===== config.mk =====
export PLATFORM = sky130hd
export DESIGN_NAME = shift_arbiter_ctrl
export DESIGN_NICKNAME = d
export VERILOG_FILES = /design/src/rtl/shift_arbiter_ctrl.sv
export SDC_FILE = /design/constraint.sdc
export NUM_CORES = 1
export LEC_CHECK = 0
export ABC_AREA = 0
export ABC_CLOCK_PERIOD_IN_PS = 2360
export CORE_ASPECT_RATIO = 0.6
export CORE_MARGIN = 2
export CORE_UTILIZATION = 51
export CTS_BUF_LIST = sky130_fd_sc_hd__clkbuf_4 sky130_fd_sc_hd__clkbuf_8
export CTS_CLUSTER_DIAMETER = 60
export DETAILED_ROUTE_END_ITERATION = 16
export HOLD_SLACK_MARGIN = 0.08
export PLACE_DENSITY = 0.8
export SYNTH_ARGS = -nofsm -noshare
export SYNTH_HDL_FRONTEND = slang
export SYNTH_SLANG_ARGS = --single-unit

===== constraint.sdc =====
create_clock -name clk -period 2.36 [get_ports clk]
set_input_delay 0.472 -clock clk [delete_from_list [all_inputs] [get_ports clk]]
set_output_delay 0.472 -clock clk [all_outputs]
set_load 0.01 [all_outputs]

===== src/rtl/shift_arbiter_ctrl.sv =====
// ---------------------------------------------------------------------------
// shift_arbiter_ctrl
//
// This block shares one shifter datapath between NUM_REQ requesters.
// A round-robin arbiter picks one requester and captures its operands.
// The block performs one registered shift and then presents the result on a
// valid/ready handshake. The result is tagged with the id of the requester
// that owns it.
//
// Ports
//   clk        rising-edge clock
//   rst_n      asynchronous active-low reset (assert async, release sync)
//   req_valid  per-requester request, held with operands until granted
//   req_op     per-requester op, 2 bits each: 00 SRL, 01 SLL, 10 SRA, 11 ROR
//   req_data   per-requester operand, slice i = [WIDTH*i +: WIDTH]
//   req_cnt    per-requester shift amount, slice i = [CNT_W*i +: CNT_W]
//   req_gnt    one-hot accept pulse; operands are captured on this edge
//   rsp_valid  result available
//   rsp_id     index of the requester that owns the result
//   rsp_data   shifted result
//   rsp_ready  consumer accepts the result (ignored outside RESP)
//   busy       FSM is not in IDLE
// ---------------------------------------------------------------------------
module shift_arbiter_ctrl #(
  parameter int NUM_REQ = 2,
  parameter int WIDTH   = 32,
  parameter int CNT_W   = 5,
  parameter int ID_W    = 2
) (
  input  logic                     clk,
  input  logic                     rst_n,
  input  logic [NUM_REQ-1:0]       req_valid,
  input  logic [2*NUM_REQ-1:0]     req_op,
  input  logic [WIDTH*NUM_REQ-1:0] req_data,
  input  logic [CNT_W*NUM_REQ-1:0] req_cnt,
  output logic [NUM_REQ-1:0]       req_gnt,
  output logic                     rsp_valid,
  output logic [ID_W-1:0]          rsp_id,
  output logic [WIDTH-1:0]         rsp_data,
  input  logic                     rsp_ready,
  output logic                     busy
);

  localparam logic [1:0] OP_SRL = 2'b00;
  localparam logic [1:0] OP_SLL = 2'b01;
  localparam logic [1:0] OP_SRA = 2'b10;
  localparam logic [1:0] OP_ROR = 2'b11;

  typedef enum logic [1:0] {
    IDLE = 2'd0,
    EXEC = 2'd1,
    RESP = 2'd2
  } state_t;

  state_t            state_reg;
  logic [ID_W-1:0]   rr_ptr_reg;
  logic [ID_W-1:0]   id_reg;
  logic [1:0]        op_reg;
  logic [WIDTH-1:0]  data_reg;
  logic [CNT_W-1:0]  cnt_reg;

  // Per-requester views of the flattened input buses.
  logic [1:0]        op_arr   [NUM_REQ];
  logic [WIDTH-1:0]  data_arr [NUM_REQ];
  logic [CNT_W-1:0]  cnt_arr  [NUM_REQ];

  genvar gi;
  generate
    for (gi = 0; gi < NUM_REQ; gi++) begin : g_unpack
      assign op_arr[gi]   = req_op[2*gi +: 2];
      assign data_arr[gi] = req_data[WIDTH*gi +: WIDTH];
      assign cnt_arr[gi]  = req_cnt[CNT_W*gi +: CNT_W];
    end
  endgenerate

  // -------------------------------------------------------------------------
  // Round-robin pick.
  // The first pass looks at requesters at or above rr_ptr. The second pass
  // wraps around to index 0. The operands of the winner are muxed out in the
  // same loops, so no variable array index is needed.
  // -------------------------------------------------------------------------
  logic              any_valid;
  logic [ID_W-1:0]   win;
  logic [1:0]        sel_op;
  logic [WIDTH-1:0]  sel_data;
  logic [CNT_W-1:0]  sel_cnt;
  logic [ID_W-1:0]   rr_ptr_next;

  always_comb begin
    any_valid = 1'b0;
    win       = '0;
    sel_op    = '0;
    sel_data  = '0;
    sel_cnt   = '0;
    for (int j = 0; j < NUM_REQ; j++) begin
      if (!any_valid && req_valid[j] && (ID_W'(j) >= rr_ptr_reg)) begin
        any_valid = 1'b1;
        win       = ID_W'(j);
        sel_op    = op_arr[j];
        sel_data  = data_arr[j];
        sel_cnt   = cnt_arr[j];
      end
    end
    for (int j = 0; j < NUM_REQ; j++) begin
      if (!any_valid && req_valid[j]) begin
        any_valid = 1'b1;
        win       = ID_W'(j);
        sel_op    = op_arr[j];
        sel_data  = data_arr[j];
        sel_cnt   = cnt_arr[j];
      end
    end
  end

  assign rr_ptr_next = (win == ID_W'(NUM_REQ - 1)) ? '0 : win + 1'b1;

  // The grant is combinational. It is valid only in the IDLE cycle in which
  // the capture happens.
  generate
    for (gi = 0; gi < NUM_REQ; gi++) begin : g_gnt
      assign req_gnt[gi] = (state_reg == IDLE) && any_valid && (win == ID_W'(gi));
    end
  endgenerate

  // -------------------------------------------------------------------------
  // Shared shifter. One 2W-bit right shift covers every op:
  //   SRL : upper half zero
  //   SRA : upper half filled with the sign bit
  //   ROR : upper half is the operand itself, so the bits wrap around
  //   SLL : operand bit-reversed, then zero-filled right shift, then the
  //         result is reversed back
  // -------------------------------------------------------------------------
  logic [WIDTH-1:0]  data_rev;
  logic [WIDTH-1:0]  base;
  logic [WIDTH-1:0]  upper;
  logic [WIDTH-1:0]  res_raw;
  logic [WIDTH-1:0]  res_rev;
  logic [WIDTH-1:0]  shift_result;

  generate
    for (gi = 0; gi < WIDTH; gi++) begin : g_rev
      assign data_rev[gi] = data_reg[WIDTH-1-gi];
      assign res_rev[gi]  = res_raw[WIDTH-1-gi];
    end
  endgenerate

  always_comb begin
    base  = (op_reg == OP_SLL) ? data_rev : data_reg;
    upper = '0;
    case (op_reg)
      OP_SRA:  upper = {WIDTH{data_reg[WIDTH-1]}};
      OP_ROR:  upper = data_reg;
      default: upper = '0;
    endcase
    res_raw      = WIDTH'({upper, base} >> cnt_reg);
    shift_result = (op_reg == OP_SLL) ? res_rev : res_raw;
  end

  // -------------------------------------------------------------------------
  // Control FSM: IDLE -> EXEC -> RESP -> IDLE
  // -------------------------------------------------------------------------
  always_ff @(posedge clk or negedge rst_n) begin
    if (!rst_n) begin
      state_reg  <= IDLE;
      rr_ptr_reg <= '0;
      id_reg     <= '0;
      op_reg     <= OP_SRL;
      data_reg   <= '0;
      cnt_reg    <= '0;
      rsp_valid  <= 1'b0;
      rsp_id     <= '0;
      rsp_data   <= '0;
    end else begin
      case (state_reg)
        IDLE: begin
          if (any_valid) begin
            op_reg     <= sel_op;
            data_reg   <= sel_data;
            cnt_reg    <= sel_cnt;
            id_reg     <= win;
            rr_ptr_reg <= rr_ptr_next;
            state_reg  <= EXEC;
          end
        end
        EXEC: begin
          rsp_data  <= shift_result;
          rsp_id    <= id_reg;
          rsp_valid <= 1'b1;
          state_reg <= RESP;
        end
        RESP: begin
          // rsp_data keeps its last value after the handshake.
          if (rsp_ready) begin
            rsp_valid <= 1'b0;
            state_reg <= IDLE;
          end
        end
        default: begin
          rsp_valid <= 1'b0;
          state_reg <= IDLE;
        end
      endcase
    end
  end

  assign busy = (state_reg != IDLE);

endmodule


==> summary.txt, run 1 <==
Run status
  • Status: finished with violations
  • Failing checks: negative setup slack

Placement
  • Post-DP HPWL: 26.8 mm
  • IO buf count: 119
  • Routability cong.: 1.14
  • Place WS: -0.411 ns
  • Placed Area: 10200 sq um

Flow run
  • Max Cap Viol: 0

Synthesis
  • Synth Register Bits: 77
  • Library cells used by synthesis: 70
  • Cell taking the most area after synthesis: dfrtp_1
  • Synth Cell Area: 7450 sq um
  • Most common cell in the synthesized netlist: nand2_1
  • Synth warn: 0
  • Ys flop type: dfrtp_1
  • Synth area leaders: dfrtp_1 (26%), mux4_2 (19%), nand2_1 (5.2%)
  • Post-synth EDFFs: 0
  • Cells after Synth: 828
  • Share of Yosys cell area claimed by the top area cell type: 25.9%
  • Largest family of logic cells by synthesized area: compound AO/OA/AOI/OAI gates
  • Compound-cell area share of the yosys netlist: 29.6%
  • Mux share of post-synthesis cell area: 23.7%
  • Synth cell count leaders: nand2_1 (104), dfrtp_1 (77), mux4_2 (64)
  • FFs w/ async S/R, synth: 100%
  • Syn_nets: 911
  • Post-Synth Simple-Gate Area: 14.0%
  • Synthesized area per cell: 8.99 sq um
  • Adder-cell share of the synthesized area: 0%
  • Post-Synth XOR/XNOR Area: 0%
  • Register area share after synthesis: 25.9%

Critical path
  • FF-to-FF Start: op_reg[0]
  • CP peak stage delay: 0.53 ns
  • Crit path capture type: register
  • Crit start category: register
  • Slowest CP cell: mux4_2
  • Crit path cell chain: buf_6 > nor2b_4 > buf_6 > buf_4 > buf_6 > mux4_2 > mux2_4 > a2bb2oi_2 > o2111a_1 > o22ai_1 > a21oi_1
  • R2R setup slack: -0.29 ns
  • Worst reg2reg path depth: 11
  • CP top delay family: multiplexers
  • Buffers & Inverters on Critical Path: 4
  • Critical Path Most Common Cell: buf_6
  • Setup Crit Path Kind: register to register
  • Max FO, Critical Path: 5
  • Worst EP arrival: 2.92 ns
  • Worst flop-to-flop path endpoint: rsp_data[29]
  • Req. time, crit path: 2.63 ns

STA
  • Slew margin rel.: 44.4%
  • Worst Slack Setup Final: -0.289 ns
  • Hold Fails Final Rpt: 0
  • Pin slew with the least headroom to its limit: 0.829 ns
  • F_max: 378 MHz
  • Max Slew Vio Count: 0
  • Min Tclk post-route: 2.65 ns
  • Setup-failing EPs final: 32
  • Share of the clock period used by the worst path: 112%
  • RSZ-0062 raised after global routing: true
  • Fin Clk Skew: 0.0101 ns
  • Worst Hold Margin: 0.482 ns

Drt
  • Total iterations of the first detailed-routing run: 7
  • Total number of vias: 9458
  • WL/cell: 27.9 um
  • Post-DRT Antenna Nets: 0
  • Via/cell ratio: 7.30
  • DRC: 0
  • DRT iter0 DRCs: 1700
  • Routed wire length: 36.1 mm

Pwr
  • Register share of total power: 12.6%
  • Int Power: 0.0110 W
  • Logic pwr share: 82.3%
  • LEAKAGE: 4.62 nW
  • Sw Share: 50.6%
  • Power consumption: 0.0223 W
  • Peak supply drop: 0.981 mV
  • Clock power share: 5.1%
  • Power per cell area: 1960 nW/um^2
  • Psw: 0.0113 W

Global routing
  • First-pass GRT wire length: 53.5 mm
  • Gr usage total: 45.7%
  • Largest net degree at the start of global routing: 50
  • Grt total ovfl: 0
  • Initial antenna violation count: 0
  • Vias in the first global route: 8692

Final layout
  • Synth-to-Final Area Change: 52.9%
  • Post-route cell area: 11400 sq um
  • Multi-input gate area: 5650 sq um
  • Diode count: 0
  • Layout cell share with drive strength beyond 1: 37.7%
  • Fin nets: 1175
  • Reg area: 1930 sq um
  • Fill count: 958

CTS
  • Bufs on Longest Clock Path: 2
  • Clock root cell: clkbuf_8
  • Clk slew on worst S/H paths: 0.09 ns
  • CTS tree: done
  • Clock Sinks: 77
  • H-tree depth: 3
  • CTS buffer count: 9
  • Clk_lat worst skew: 0.39 ns

Die
  • Die Ht: 97.6 um
  • DIE WIDTH: 160 um
  • # IOs: 121
  • Core Area: 14400 sq um
  • Starting Density: 51.8%
  • DIE AREA: 15600 sq um
  • Cell Rows: 34

Hold path
  • Hold Path End: rsp_data[10]
  • Hold Crit Depth: 1
  • Hold_sp: rsp_data[10]
  • Hold/Removal Path Class: register to register
-- stage by stage --
stage	std cells	utilization (%)	setup TNS (ns)
after floorplan	828	-	-0.171
after global placement	1255	70.9	-8.32
after detailed placement	1255	70.9	-9.21
after CTS	1283	76.3	-3.93
after global routing	1295	79.2	-8.53
final	1295	79.2	-6.15
-- worst max path at each step --
| stage | start | end | slack (ns) | cells past startpoint |
|---|---|---|---|---|
| 2_1_floorplan | op_reg[1] | rsp_data[11] | -0.07 | 8 |
| 6_report | op_reg[0] | rsp_data[29] | -0.29 | 11 |
| 3_3_place_gp | op_reg[1] | rsp_data[25] | -0.35 | 9 |
| 4_1_cts | op_reg[0] | rsp_data[20] | -0.23 | 8 |
| 5_1_grt | op_reg[0] | rsp_data[11] | -0.36 | 8 |
| 3_5_place_dp | op_reg[0] | rsp_data[22] | -0.41 | 9 |
-- repair_timing --
| action | 4_1_cts | 5_1_grt |
|---|---|---|
| hold buffers | 1 | 0 |
| setup buffers | 10 | 11 |
| gates cloned | 2 | 1 |
| hold endpoints to repair | 28 | 0 |
| setup endpoints to repair | 34 | 32 |
| pin swaps | 23 | 40 |
| resized for setup | 87 | 61 |
-- kinds of logic (layout without fill, tap and decap cells) --
family,Yosys count,after routing
buffers and inverters,117,386
other,1,1
AO/OA/AOI/OAI,307,307
flip-flops,77,77
AND/OR/NAND/NOR,231,231
multiplexers,95,95
-- cell type report --
type / instances / area share [%]
Inverter: 22 / 0.725
Multi-Input combinational cell: 634 / 49.6
Tap cell: 198 / 2.18
Sequential cell: 77 / 17.0
Clock buffer: 11 / 1.27
Clock inverter: 5 / 0.527
Timing Repair Buffer: 348 / 28.7
-- power groups by stage --
stage	combinational [W]	sequential [W]	clock, W
after global routing	0.0189	0.00284	0.00118
after CTS	0.0162	0.00271	0.00113
after global placement	0.0147	0.00269	0
final	0.0184	0.00281	0.00114
after floorplan	0.00825	0.00250	0
after detailed placement	0.0148	0.00272	0
-- placed cells by master, fill, tap and decap left out, types with 6 or more instances in the layout --
cell type	n
mux2_2	8
nor2_1	40
mux4_2	64
dfrtp_1	75
buf_12	18
clkdlybuf4s50_1	116
a22oi_1	41
o22ai_2	6
nand3_1	8
o221ai_1	13
o21ai_1	12
nor2b_1	10
buf_6	22
nor3_1	20
a21oi_1	37
o21a_1	7
o22ai_1	15
a221oi_1	17
nand2b_1	10
inv_1	21
a22oi_2	10
mux2i_1	16
and2_1	8
clkbuf_8	10
o211ai_1	12
o21ai_0	33
buf_4	185
nand2_1	100
a22o_1	6
-- routing by layer --
layer	track usage (%)	wire length [um]	vias up
li1	-	-	3796
met1	65.1	13700	4569
met2	62.8	14300	912
met3	19.2	6470	179
met4	12.7	1560	2
met5	8.77	78	-
No activity file was read; power rests on OpenSTA's default activity.
==> run 2, diff against run 1 <==
--- a/config.mk
+++ b/config.mk
@@ -17,2 +17,3 @@
 export PLACE_DENSITY = 0.8
+export REMOVE_ABC_BUFFERS = 1
 export SYNTH_ARGS = -nofsm -noshare
--- a/constraint.sdc
+++ b/constraint.sdc
@@ -3,2 +3,2 @@
 set_output_delay 0.472 -clock clk [all_outputs]
-set_load 0.01 [all_outputs]
+set_load 0.05 [all_outputs]
==> summary.txt, run 2 (synthesized netlist as in run 1, its figures left out) <==
Run status
  • Status: finished with violations
  • Failing checks: negative setup slack

STA
  • Setup TNS: -8.93 ns (-2.79 ns)
  • Pin slew with the least headroom to its limit: 0.653 ns (-0.175 ns)
  • Fin Clk Skew: 0.0138 ns (+0.00363 ns)
  • Hold Fails Final Rpt: 0 (unchanged)
  • Max Slew Vio Count: 0 (unchanged)
  • Share of the clock period used by the worst path: 117% (+4.8 points)
  • F_max: 362 MHz (-4.1%)
  • RSZ-0062 raised after global routing: true
  • Setup-failing EPs final: 32 (unchanged)
  • Worst Hold Margin: 0.479 ns (-0.00276 ns)
  • Min Tclk post-route: 2.76 ns (+0.114 ns)
  • Worst Slack Setup Final: -0.403 ns (-0.114 ns)
  • Slew margin rel.: 56.0% (+12 points)

Critical path
  • Crit path from: op_reg[1]
  • Crit path capture type: register
  • Setup Crit Path Kind: register to register
  • Worst EP arrival: 3.02 ns (+0.10 ns)
  • R2R setup slack: -0.40 ns (-0.11 ns)
  • Max FO, Critical Path: 4 (-1)
  • Worst flop-to-flop path endpoint: rsp_data[19]
  • Crit start category: register
  • FF-to-FF Start: op_reg[1]
  • Req. time, crit path: 2.62 ns (about the same)
  • Worst reg2reg path depth: 11 (unchanged)
  • CP endpoint: rsp_data[19]

CTS
  • Clk_lat worst skew: 0.38 ns (about the same)
  • Clk slew on worst S/H paths: 0.09 ns (about the same)
  • CTS buffer count: 9 (unchanged)
  • Clock Sinks: 77 (unchanged)
  • Bufs on Longest Clock Path: 2 (unchanged)
  • H-tree depth: 3 (unchanged)
  • CTS tree: done
  • Clock root cell: clkbuf_8

Global routing
  • Largest net degree at the start of global routing: 69 (+38%)
  • Initial antenna violation count: 1 (+1)
  • First-pass GRT wire length: 53.8 mm (+0.57%)
  • Gr usage total: 45.1% (-0.56 points)
  • Vias in the first global route: 8840 (+1.7%)
  • Grt total ovfl: 0 (unchanged)

Final layout
  • Post-route cell area: 11600 sq um (+1.6%)
  • Synth-to-Final Area Change: 55.4%
  • Commonest non-fill, non-tap cell in the layout: buf_4
  • Diode count: 0 (unchanged)
  • Most frequent cells in the layout: buf_4 (222), clkdlybuf4s50_1 (115), nand2_1 (99), dfrtp_1 (75), mux4_2 (64)
  • Layout cell share with drive strength beyond 1: 40.1% (+2.3 points)
  • Fin nets: 1201 (+2.2%)

Die
  • Cell Rows: 34 (unchanged)
  • Die Ht: 97.6 um (unchanged)
  • DIE WIDTH: 160 um (unchanged)
  • Starting Density: 51.8% (unchanged)
  • # IOs: 121 (unchanged)
  • DIE AREA: 15600 sq um (unchanged)
  • Core Area: 14400 sq um (unchanged)

Drt
  • Post-DRT Antenna Nets: 0 (unchanged)
  • Total number of vias: 9396 (-0.66%)
  • WL/cell: 27.0 um (-3.3%)
  • Routed wire length: 35.6 mm (-1.4%)
  • Total iterations of the first detailed-routing run: 7 (unchanged)
  • DRC: 0 (unchanged)
  • Via/cell ratio: 7.11 (-2.6%)
  • DRT iter0 DRCs: 1600 (-5.9%)

Placement
  • Placed Area: 10400 sq um (+2.0%)
  • Post-DP HPWL: 25.8 mm (-4.0%)
  • IO buf count: 119 (unchanged)
  • Routability cong.: 1.11 (-2.8%)
  • Place WS: -0.301 ns (+0.110 ns)

Hold path
  • Hold/Removal Path Class: register to register

Flow run
  • Max Cap Viol: 0 (unchanged)
-- run 2: cell types whose count changed in the layout (fill, tap and decap cells not counted), sizes merged --
cell and delta:
clkdlybuf4s50 -1, bufbuf -1, clkinv -2, bufinv +1
clkinvlp +1, dlygate4sd2 -1, buf +30, clkbuf -1
-- run 2: worst min-delay path by stage --
| stage | start | cells past startpoint | endpoint |
|---|---|---|---|
| final | id_reg[0] | 2 | rsp_id[0] |
| after global routing | id_reg[0] | 2 | rsp_id[0] |
| after CTS | id_reg[0] | 2 | rsp_id[0] |
| after detailed placement | rst_n | 1 | data_reg[1] |
| after global placement | rst_n | 1 | data_reg[1] |
| after floorplan | rst_n | 0 | cnt_reg[0] |
-- run 2: stage by stage --
step	utilization, %	instances
floorplan	-	733
global placement	72.3	1283
detailed placement	72.3	1283
CTS	78.0	1312
global route	80.5	1321
finish	80.5	1321
-- run 2: worst max-delay path, cell delays in order, from the launching register on --
cell and delay [ns]:
dfrtp_1 0.41, buf_6 0.14, nor2b_4 0.14, buf_12 0.15, buf_12 0.10, buf_6 0.09
mux4_2 0.63, o32ai_2 0.28, o22ai_2 0.12, o311ai_4 0.12, o21ai_2 0.12, a221o_1 0.34
-- run 2: area by class of cell --
| cell class | count | area, sq um |
|---|---|---|
| Sequential cell | 77 | 1930 |
| Clock buffer | 11 | 139 |
| Fill cell | 923 | 2810 |
| Clock inverter | 5 | 83.8 |
| Multi-Input combinational cell | 634 | 5690 |
| Tap cell | 198 | 248 |
| Inverter | 22 | 82.6 |
| Timing Repair Buffer | 374 | 3400 |
-- run 2: repair_timing --
action | 4_1_cts | 5_1_grt
hold buffers | 1 | 0
pin swaps | 43 | 32
setup endpoints to repair | 33 | 32
endpoints found under the hold margin | 19 | 0
resized for setup | 89 | 58
setup buffers | 12 | 12
gates cloned | 1 | 0
-- run 2: per-layer routing --
| metal | GRT usage, % | share of wire [%] | up-vias |
|---|---|---|---|
| li1 | - | - | 3851 |
| met1 | 63.8 | 38 | 4478 |
| met2 | 63.7 | 41 | 904 |
| met3 | 18.0 | 16 | 161 |
| met4 | 13.5 | 4.4 | 2 |
| met5 | 0 | 0.19 | - |
Power of run 2 is left out: the tool's default activity adds up to more than one toggle a clock period on the data nets, which glitch-free logic cannot reach.
